**src/rtl/ps2_pkg.sv**
```systemverilog
// Shared PS/2 definitions: host-transmit FSM encoding, common command bytes
// and the on-wire frame builder.
package ps2_pkg;
   localparam logic [2:0] ST_IDLE     = 3'd0;
   localparam logic [2:0] ST_INHIBIT  = 3'd1;
   localparam logic [2:0] ST_SEND     = 3'd2;
   localparam logic [2:0] ST_STOP     = 3'd3;
   localparam logic [2:0] ST_ACK      = 3'd4;
   localparam logic [2:0] ST_WAITIDLE = 3'd5;

   localparam logic [7:0] PS2_CMD_SETLED = 8'hED;
   localparam logic [7:0] PS2_CMD_RESET  = 8'hFF;
   localparam logic [7:0] PS2_ACK        = 8'hFA;

   // {odd parity, data}; shifted out LSB first
   function automatic logic [8:0] ps2_frame(input logic [7:0] d);
      return {~^d, d};
   endfunction
endpackage

```
**src/rtl/ps2_sync_filter.sv**
```systemverilog
// Two-flop synchronizers for PS2_CLK/PS2_DAT plus a FILTER_LEN-sample
// deglitcher on CLK with a one-cycle falling-edge strobe.
module ps2_sync_filter #(
   parameter int FILTER_LEN = 8
) (
   input  logic clock,
   input  logic resetn,
   input  logic i_clk,
   input  logic i_dat,
   output logic o_clk_f,
   output logic o_dat_s,
   output logic o_fall
);
   localparam int CW = $clog2(FILTER_LEN + 1);

   logic [1:0]    r_clk_sync;
   logic [1:0]    r_dat_sync;
   logic [CW-1:0] r_cnt;
   logic          r_clk_f;
   logic          r_fall;

   // Idle bus level is high, so everything resets to 1.
   always_ff @(posedge clock or negedge resetn) begin
      if (!resetn) begin
         r_clk_sync <= 2'b11;
         r_dat_sync <= 2'b11;
         r_cnt      <= '0;
         r_clk_f    <= 1'b1;
         r_fall     <= 1'b0;
      end else begin
         r_clk_sync <= {r_clk_sync[0], i_clk};
         r_dat_sync <= {r_dat_sync[0], i_dat};
         r_fall     <= 1'b0;
         if (r_clk_sync[1] == r_clk_f) begin
            r_cnt <= '0;
         end else if (r_cnt == CW'(FILTER_LEN - 1)) begin
            r_cnt   <= '0;
            r_clk_f <= r_clk_sync[1];
            r_fall  <= r_clk_f;
         end else begin
            r_cnt <= r_cnt + CW'(1);
         end
      end
   end

   assign o_clk_f = r_clk_f;
   assign o_dat_s = r_dat_sync[1];
   assign o_fall  = r_fall;
endmodule

```
**src/rtl/ps2_host_tx.sv**
```systemverilog
// PS/2 host-to-device byte transmitter: inhibit, request-to-send, 8 data +
// odd parity + stop clocked by the device, then ack sampling.
module ps2_host_tx
   import ps2_pkg::*;
#(
   parameter int INHIBIT_CYCLES = 6000,
   parameter int TIMEOUT_CYCLES = 750000,
   parameter int FILTER_LEN     = 8
) (
   input  logic       clock,
   input  logic       resetn,
   input  logic [7:0] tx_data,
   input  logic       tx_start,
   output logic       busy,
   output logic       done,
   output logic       ack_ok,
   output logic       error,
   input  logic       ps2_clk_i,
   input  logic       ps2_dat_i,
   output logic       ps2_clk_oe,
   output logic       ps2_dat_oe
);
   localparam int IW = $clog2(INHIBIT_CYCLES + 1);
   localparam int TW = $clog2(TIMEOUT_CYCLES + 1);

   logic          w_clk_f;
   logic          w_dat_s;
   logic          w_fall;

   logic [2:0]    r_state;
   logic [8:0]    r_shift;
   logic [3:0]    r_bitcnt;
   logic [IW-1:0] r_icnt;
   logic [TW-1:0] r_tcnt;
   logic          r_busy;
   logic          r_done;
   logic          r_ack_ok;
   logic          r_error;
   logic          r_clk_oe;
   logic          r_dat_oe;

   ps2_sync_filter #(.FILTER_LEN(FILTER_LEN)) u_sync (
      .clock   (clock),
      .resetn  (resetn),
      .i_clk   (ps2_clk_i),
      .i_dat   (ps2_dat_i),
      .o_clk_f (w_clk_f),
      .o_dat_s (w_dat_s),
      .o_fall  (w_fall)
   );

   always_ff @(posedge clock or negedge resetn) begin
      if (!resetn) begin
         r_state  <= ST_IDLE;
         r_shift  <= '0;
         r_bitcnt <= '0;
         r_icnt   <= '0;
         r_tcnt   <= '0;
         r_busy   <= 1'b0;
         r_done   <= 1'b0;
         r_ack_ok <= 1'b0;
         r_error  <= 1'b0;
         r_clk_oe <= 1'b0;
         r_dat_oe <= 1'b0;
      end else begin
         r_done  <= 1'b0;
         r_error <= 1'b0;
         case (r_state)
            ST_IDLE: begin
               r_clk_oe <= 1'b0;
               r_dat_oe <= 1'b0;
               if (tx_start) begin
                  r_shift  <= ps2_frame(tx_data);
                  r_busy   <= 1'b1;
                  r_ack_ok <= 1'b0;
                  r_icnt   <= '0;
                  r_clk_oe <= 1'b1;
                  r_state  <= ST_INHIBIT;
               end
            end
            // Start bit goes low one cycle before CLK is released.
            ST_INHIBIT: begin
               r_icnt <= r_icnt + IW'(1);
               if (r_icnt == IW'(INHIBIT_CYCLES - 2))
                  r_dat_oe <= 1'b1;
               if (r_icnt == IW'(INHIBIT_CYCLES - 1)) begin
                  r_clk_oe <= 1'b0;
                  r_bitcnt <= '0;
                  r_tcnt   <= '0;
                  r_state  <= ST_SEND;
               end
            end
            // Device-clocked phases share the timeout; a fall beats expiry.
            default: begin
               if (w_fall) r_tcnt <= '0;
               else        r_tcnt <= r_tcnt + TW'(1);
               if (!w_fall && r_tcnt == TW'(TIMEOUT_CYCLES - 1)) begin
                  r_clk_oe <= 1'b0;
                  r_dat_oe <= 1'b0;
                  r_done   <= 1'b1;
                  r_error  <= 1'b1;
                  r_ack_ok <= 1'b0;
                  r_busy   <= 1'b0;
                  r_state  <= ST_IDLE;
               end else begin
                  case (r_state)
                     ST_SEND: if (w_fall) begin
                        r_dat_oe <= ~r_shift[0];
                        r_shift  <= {1'b0, r_shift[8:1]};
                        r_bitcnt <= r_bitcnt + 4'd1;
                        if (r_bitcnt == 4'd8) r_state <= ST_STOP;
                     end
                     ST_STOP: if (w_fall) begin
                        r_dat_oe <= 1'b0;
                        r_state  <= ST_ACK;
                     end
                     ST_ACK: if (w_fall) begin
                        r_ack_ok <= ~w_dat_s;
                        r_state  <= ST_WAITIDLE;
                     end
                     ST_WAITIDLE: if (w_clk_f && w_dat_s) begin
                        r_done  <= 1'b1;
                        r_error <= ~r_ack_ok;
                        r_busy  <= 1'b0;
                        r_state <= ST_IDLE;
                     end
                     default: begin
                        r_clk_oe <= 1'b0;
                        r_dat_oe <= 1'b0;
                        r_busy   <= 1'b0;
                        r_state  <= ST_IDLE;
                     end
                  endcase
               end
            end
         endcase
      end
   end

   assign busy       = r_busy;
   assign done       = r_done;
   assign ack_ok     = r_ack_ok;
   assign error      = r_error;
   assign ps2_clk_oe = r_clk_oe;
   assign ps2_dat_oe = r_dat_oe;
endmodule

```
**config.mk**
```make
export PLATFORM = sky130hd
export DESIGN_NAME = ps2_host_tx
export DESIGN_NICKNAME = d
export VERILOG_FILES = /design/src/rtl/ps2_pkg.sv /design/src/rtl/ps2_sync_filter.sv /design/src/rtl/ps2_host_tx.sv
export SDC_FILE = /design/constraint.sdc
export NUM_CORES = 1
export LEC_CHECK = 0
export CORE_UTILIZATION = 28
export CTS_BUF_LIST = sky130_fd_sc_hd__clkbuf_4 sky130_fd_sc_hd__clkbuf_8 sky130_fd_sc_hd__clkbuf_16
export CTS_CLUSTER_SIZE = 28
export DETAILED_ROUTE_END_ITERATION = 8
export GPL_TIMING_DRIVEN = 0
export PLACE_DENSITY = 0.47
export SLEW_MARGIN = 20
export SYNTH_ARGS = -nofsm -noshare
export SYNTH_HDL_FRONTEND = slang
export SYNTH_SLANG_ARGS = --single-unit
export TNS_END_PERCENT = 100
```
**constraint.sdc**
```tcl
create_clock -name clock -period 2.9 [get_ports clock]
set_input_delay 0.29 -clock clock [delete_from_list [all_inputs] [get_ports clock]]
set_output_delay 0.29 -clock clock [all_outputs]
set_load 0.01 [all_outputs]
```
==> flow_summary.toml <==
[outcome]
status = "complete, no violations"

[sta]
fin_hold_ws_ns = 0.3471
timing.fmax_mhz = 430.8
setup_tns_ns = 0
tightest_slew_ns = 0.6082
setup_viol = 0
skew_ns = 0.009586
worst_slack_ns = 0.5785
relSlewSlack_pct = 59.30
finalMaxSlewViolations = 0
period_share_pct = 80.05
fin_crit_ns = 2.322
rsz0062_at_grt = "no"
hold_violations = 0

[worst_setup_path]
cpPeakStageDelay_ns = 0.49
critPathMaxFanout = 10
critPathSlowestCell = "dfrtp_1"
crit_path_end_kind = "register"
worst_setup_path_start_kind = "register"
critPathKind = "register to register"
arrival_ns = 2.58
crit_path_start = "r_state[2]"
crit_chain = "buf_2 -> inv_1 -> ha_1 -> clkbuf_1 -> nand3_1 -> a311oi_1 -> mux2i_1 -> o21ai_1"
regToRegStartpoint = "r_state[2]"
critPathRequiredTime_ns = 3.16

[synthesis]
synth_top_area_share_pct = 42.77
yosys_register_bits = 65
syn_inst = 380
synth_cell_types = 54
yosys_warnings = 0
synth.area.top_cells = "dfrtp_1, nor2_1, o21ai_0"
synth_area_um2 = 3511
synth_ff_type = "dfrtp_1"
synth_area_per_cell_um2 = 9.239
seq_area_frac_synth_pct = 46.51
synth-edff-count = 0
synth_area_leader_cell = "dfrtp_1"
ys_async_sr_fraction_pct = 100.0
synth_nets = 401

[global_route]
gr-total-overflow = 0
grt_pass1_vias = 2759
grt_usage_pct = 13.66
grt_max_degree = 41
grt_pass1_wl_um = 13860
grt_antenna_before_repair = 0

[power]
pwr-share-seq_pct = 45.8
combPwrFrac_pct = 6.1
vdd_drop_max_uv = 386.2
leakagePower_nw = 1.698
clockPowerShare_pct = 48.1
internal_power_mw = 1.639
swShare_pct = 22.66
switchingPower_mw = 0.4804
p_per_area_nw_per_um2 = 503.8

[cts]
cts_tree = "done"
cts_hold_buf = 1
cts_made_buffers = 9
cts.sinks = 65
ctsLongestPathBuffers = 2
clkTransAtPathRegs_ns = 0.06
clk_latency_ns = 0.33
cts_resized = 0
cts_root_buf = "clkbuf_16"
cts_setup_buffers = 0
ctsHtreeMaxLevel = 3

[routing]
wl_per_cell_um = 13.67
drc = 0
via_per_inst = 4.829
ant_nets = 0
totalWireLength_um = 7982
via_count = 2820
drtPass1Iterations = 4
drt_iter0_drc = 132

[layout]
layout.cells.non_filler = 584
area_growth_pct = 19.85
diodes = 0
fin_util_pct = 34.74
drive_gt1_share_pct = 11.06
nets = 432
fillers = 1295

[floorplan]
rows = 40
fp.dieArea_um2 = 12990
fp.dieW_um = 114.0
core_region_area_um2 = 12110
start_util_pct = 28.99
io_pins = 19
die_height_um = 114.0

[run]
drv_cap = 0

[hold_path]
hp-start = "u_sync.r_clk_sync[0]"
worstHoldPathType = "register to register"

[place]
pre_cts_ws_ns = 0.5853
gp_congestion = 0.7510
dp_hpwl_um = 5642
dp.cells = 567
numPortBuffers = 18
[per-stage QoR]
| stage | instance area (um2) | power, mW |
|---|---|---|
| 2_1_floorplan | 3511 | 1.057 |
| 3_3_place_gp | 3901 | 1.110 |
| 3_5_place_dp | 3919 | 1.118 |
| 4_1_cts | 4208 | 2.153 |
| 5_1_grt | 4208 | 2.196 |
| 6_report | 4208 | 2.120 |
[layout by cell type (no fill, tap or decap), types with 2 or more instances in the layout]
master / instances
nor2_1: 54
nor4_2: 3
dfstp_2: 5
o31ai_1: 3
nand2_1: 24
clkbuf_4: 3
nand3b_1: 2
mux2i_1: 12
clkbuf_1: 4
o21ai_1: 3
nand4b_1: 2
o21ai_0: 31
or3_1: 3
and2_1: 2
or2_2: 2
xor2_1: 6
a31oi_1: 9
clkdlybuf4s50_1: 17
inv_1: 18
nor3_1: 7
clkinv_2: 2
nor3_2: 3
and4_1: 2
and3_1: 3
buf_4: 2
nand2b_1: 4
o21bai_1: 3
ha_1: 8
nand3_1: 17
o22ai_1: 5
a21oi_1: 25
nor3b_1: 3
xnor2_1: 13
nand4_1: 13
nor2b_1: 2
clkbuf_16: 9
buf_2: 8
dfrtp_1: 60
[flip-flops by register name, indices dropped and copies added, names as in the netlist]
register	cells
ack_ok	1
r_shift	9
r_icnt	13
busy	1
u_sync.r_cnt	4
u_sync.r_clk_sync	2
error	1
r_bitcnt	4
r_tcnt	20
ps2_clk_oe	1
ps2_dat_oe	1
r_state	3
done	1
u_sync.o_clk_f	1
u_sync.r_dat_sync	2
u_sync.o_fall	1
[cells by family (layout without fill, tap and decap cells)]
family | Yosys count | after routing | synth area share (%)
DFF | 65 | 65 | 46.51
and+or+nand+nor | 153 | 153 | 22.77
buffers and inverters | 31 | 67 | 3.706
AOI/OAI and AO/OA | 91 | 91 | 15.68
muxes | 13 | 13 | 3.742
xor gates and xnor gates | 19 | 19 | 4.740
adders and majority gates | 8 | 8 | 2.851
[final cells by class]
| cell class | count | area [um2] | share of cell area [%] |
|---|---|---|---|
| timing repair buffer | 20 | 207.7 | 4.936 |
| inverter | 18 | 67.56 | 1.606 |
| tap | 168 | 210.2 | 4.996 |
| buffer | 13 | 62.56 | 1.487 |
| clock inverter | 3 | 17.52 | 0.4163 |
| multi-input combinational | 284 | 1748 | 41.54 |
| clock buffer | 13 | 261.5 | 6.215 |
| sequential | 65 | 1633 | 38.80 |
[cell usage after synthesis (3+ instances only)]
library cell and instances:
o22ai_1 5, or3_1 3, o21ai_0 31, nand4_1 13, dfstp_2 5, nor2_1 54
mux2i_1 12, and3_1 3, inv_1 18, nand3_1 17, xor2_1 6, xnor2_1 13
buf_2 8, ha_1 8, a31oi_1 9, o31ai_1 3, nor3b_1 3, dfrtp_1 60
nor3_1 7, o21ai_1 3, nand2b_1 4, nand2_1 24, clkbuf_1 4, o21bai_1 3
nor3_2 3, nor4_2 3, a21oi_1 25
[path summary, 6_finish.rpt]
| check | end | slack [ns] | cells past startpoint |
|---|---|---|---|
| setup / recovery | r_state[0] | 0.58 | 8 |
| hold / removal | u_sync.r_clk_sync[1] | 0.35 | 0 |
| setup reg to reg | r_state[0] | 0.58 | 8 |
| hold reg to reg | u_sync.r_clk_sync[1] | 0.35 | 0 |
| max in group asynchronous | r_icnt[6] | 1.95 | 3 |
| min in group asynchronous | r_shift[5] | 0.41 | 2 |
[per-layer routing]
metal	track usage, %	up-vias	part of all wire [%]
met2	21.45	51	45
met5	0	-	0
met1	17.97	1340	49
li1	-	1419	-
met4	5.714	0	2.0
met3	3.294	10	3.3
[power groups by stage]
stage,clock (mW),combinational (mW),sequential (mW)
floorplan,0,0.0770,0.980
global placement,0,0.126,0.985
detailed placement,0,0.132,0.986
CTS,1.05,0.133,0.971
global route,1.07,0.147,0.975
finish,1.02,0.129,0.971
[critical path, delay by kind of cell (launching register included)]
family,cells,cell delay (ns)
and+or+nand+nor,1,0.13
AOI/OAI and AO/OA,2,0.49
adders and majority gates,1,0.27
DFF,1,0.49
muxes,1,0.12
buffers and inverters,3,0.74
Power figures use the tool's default switching activity.
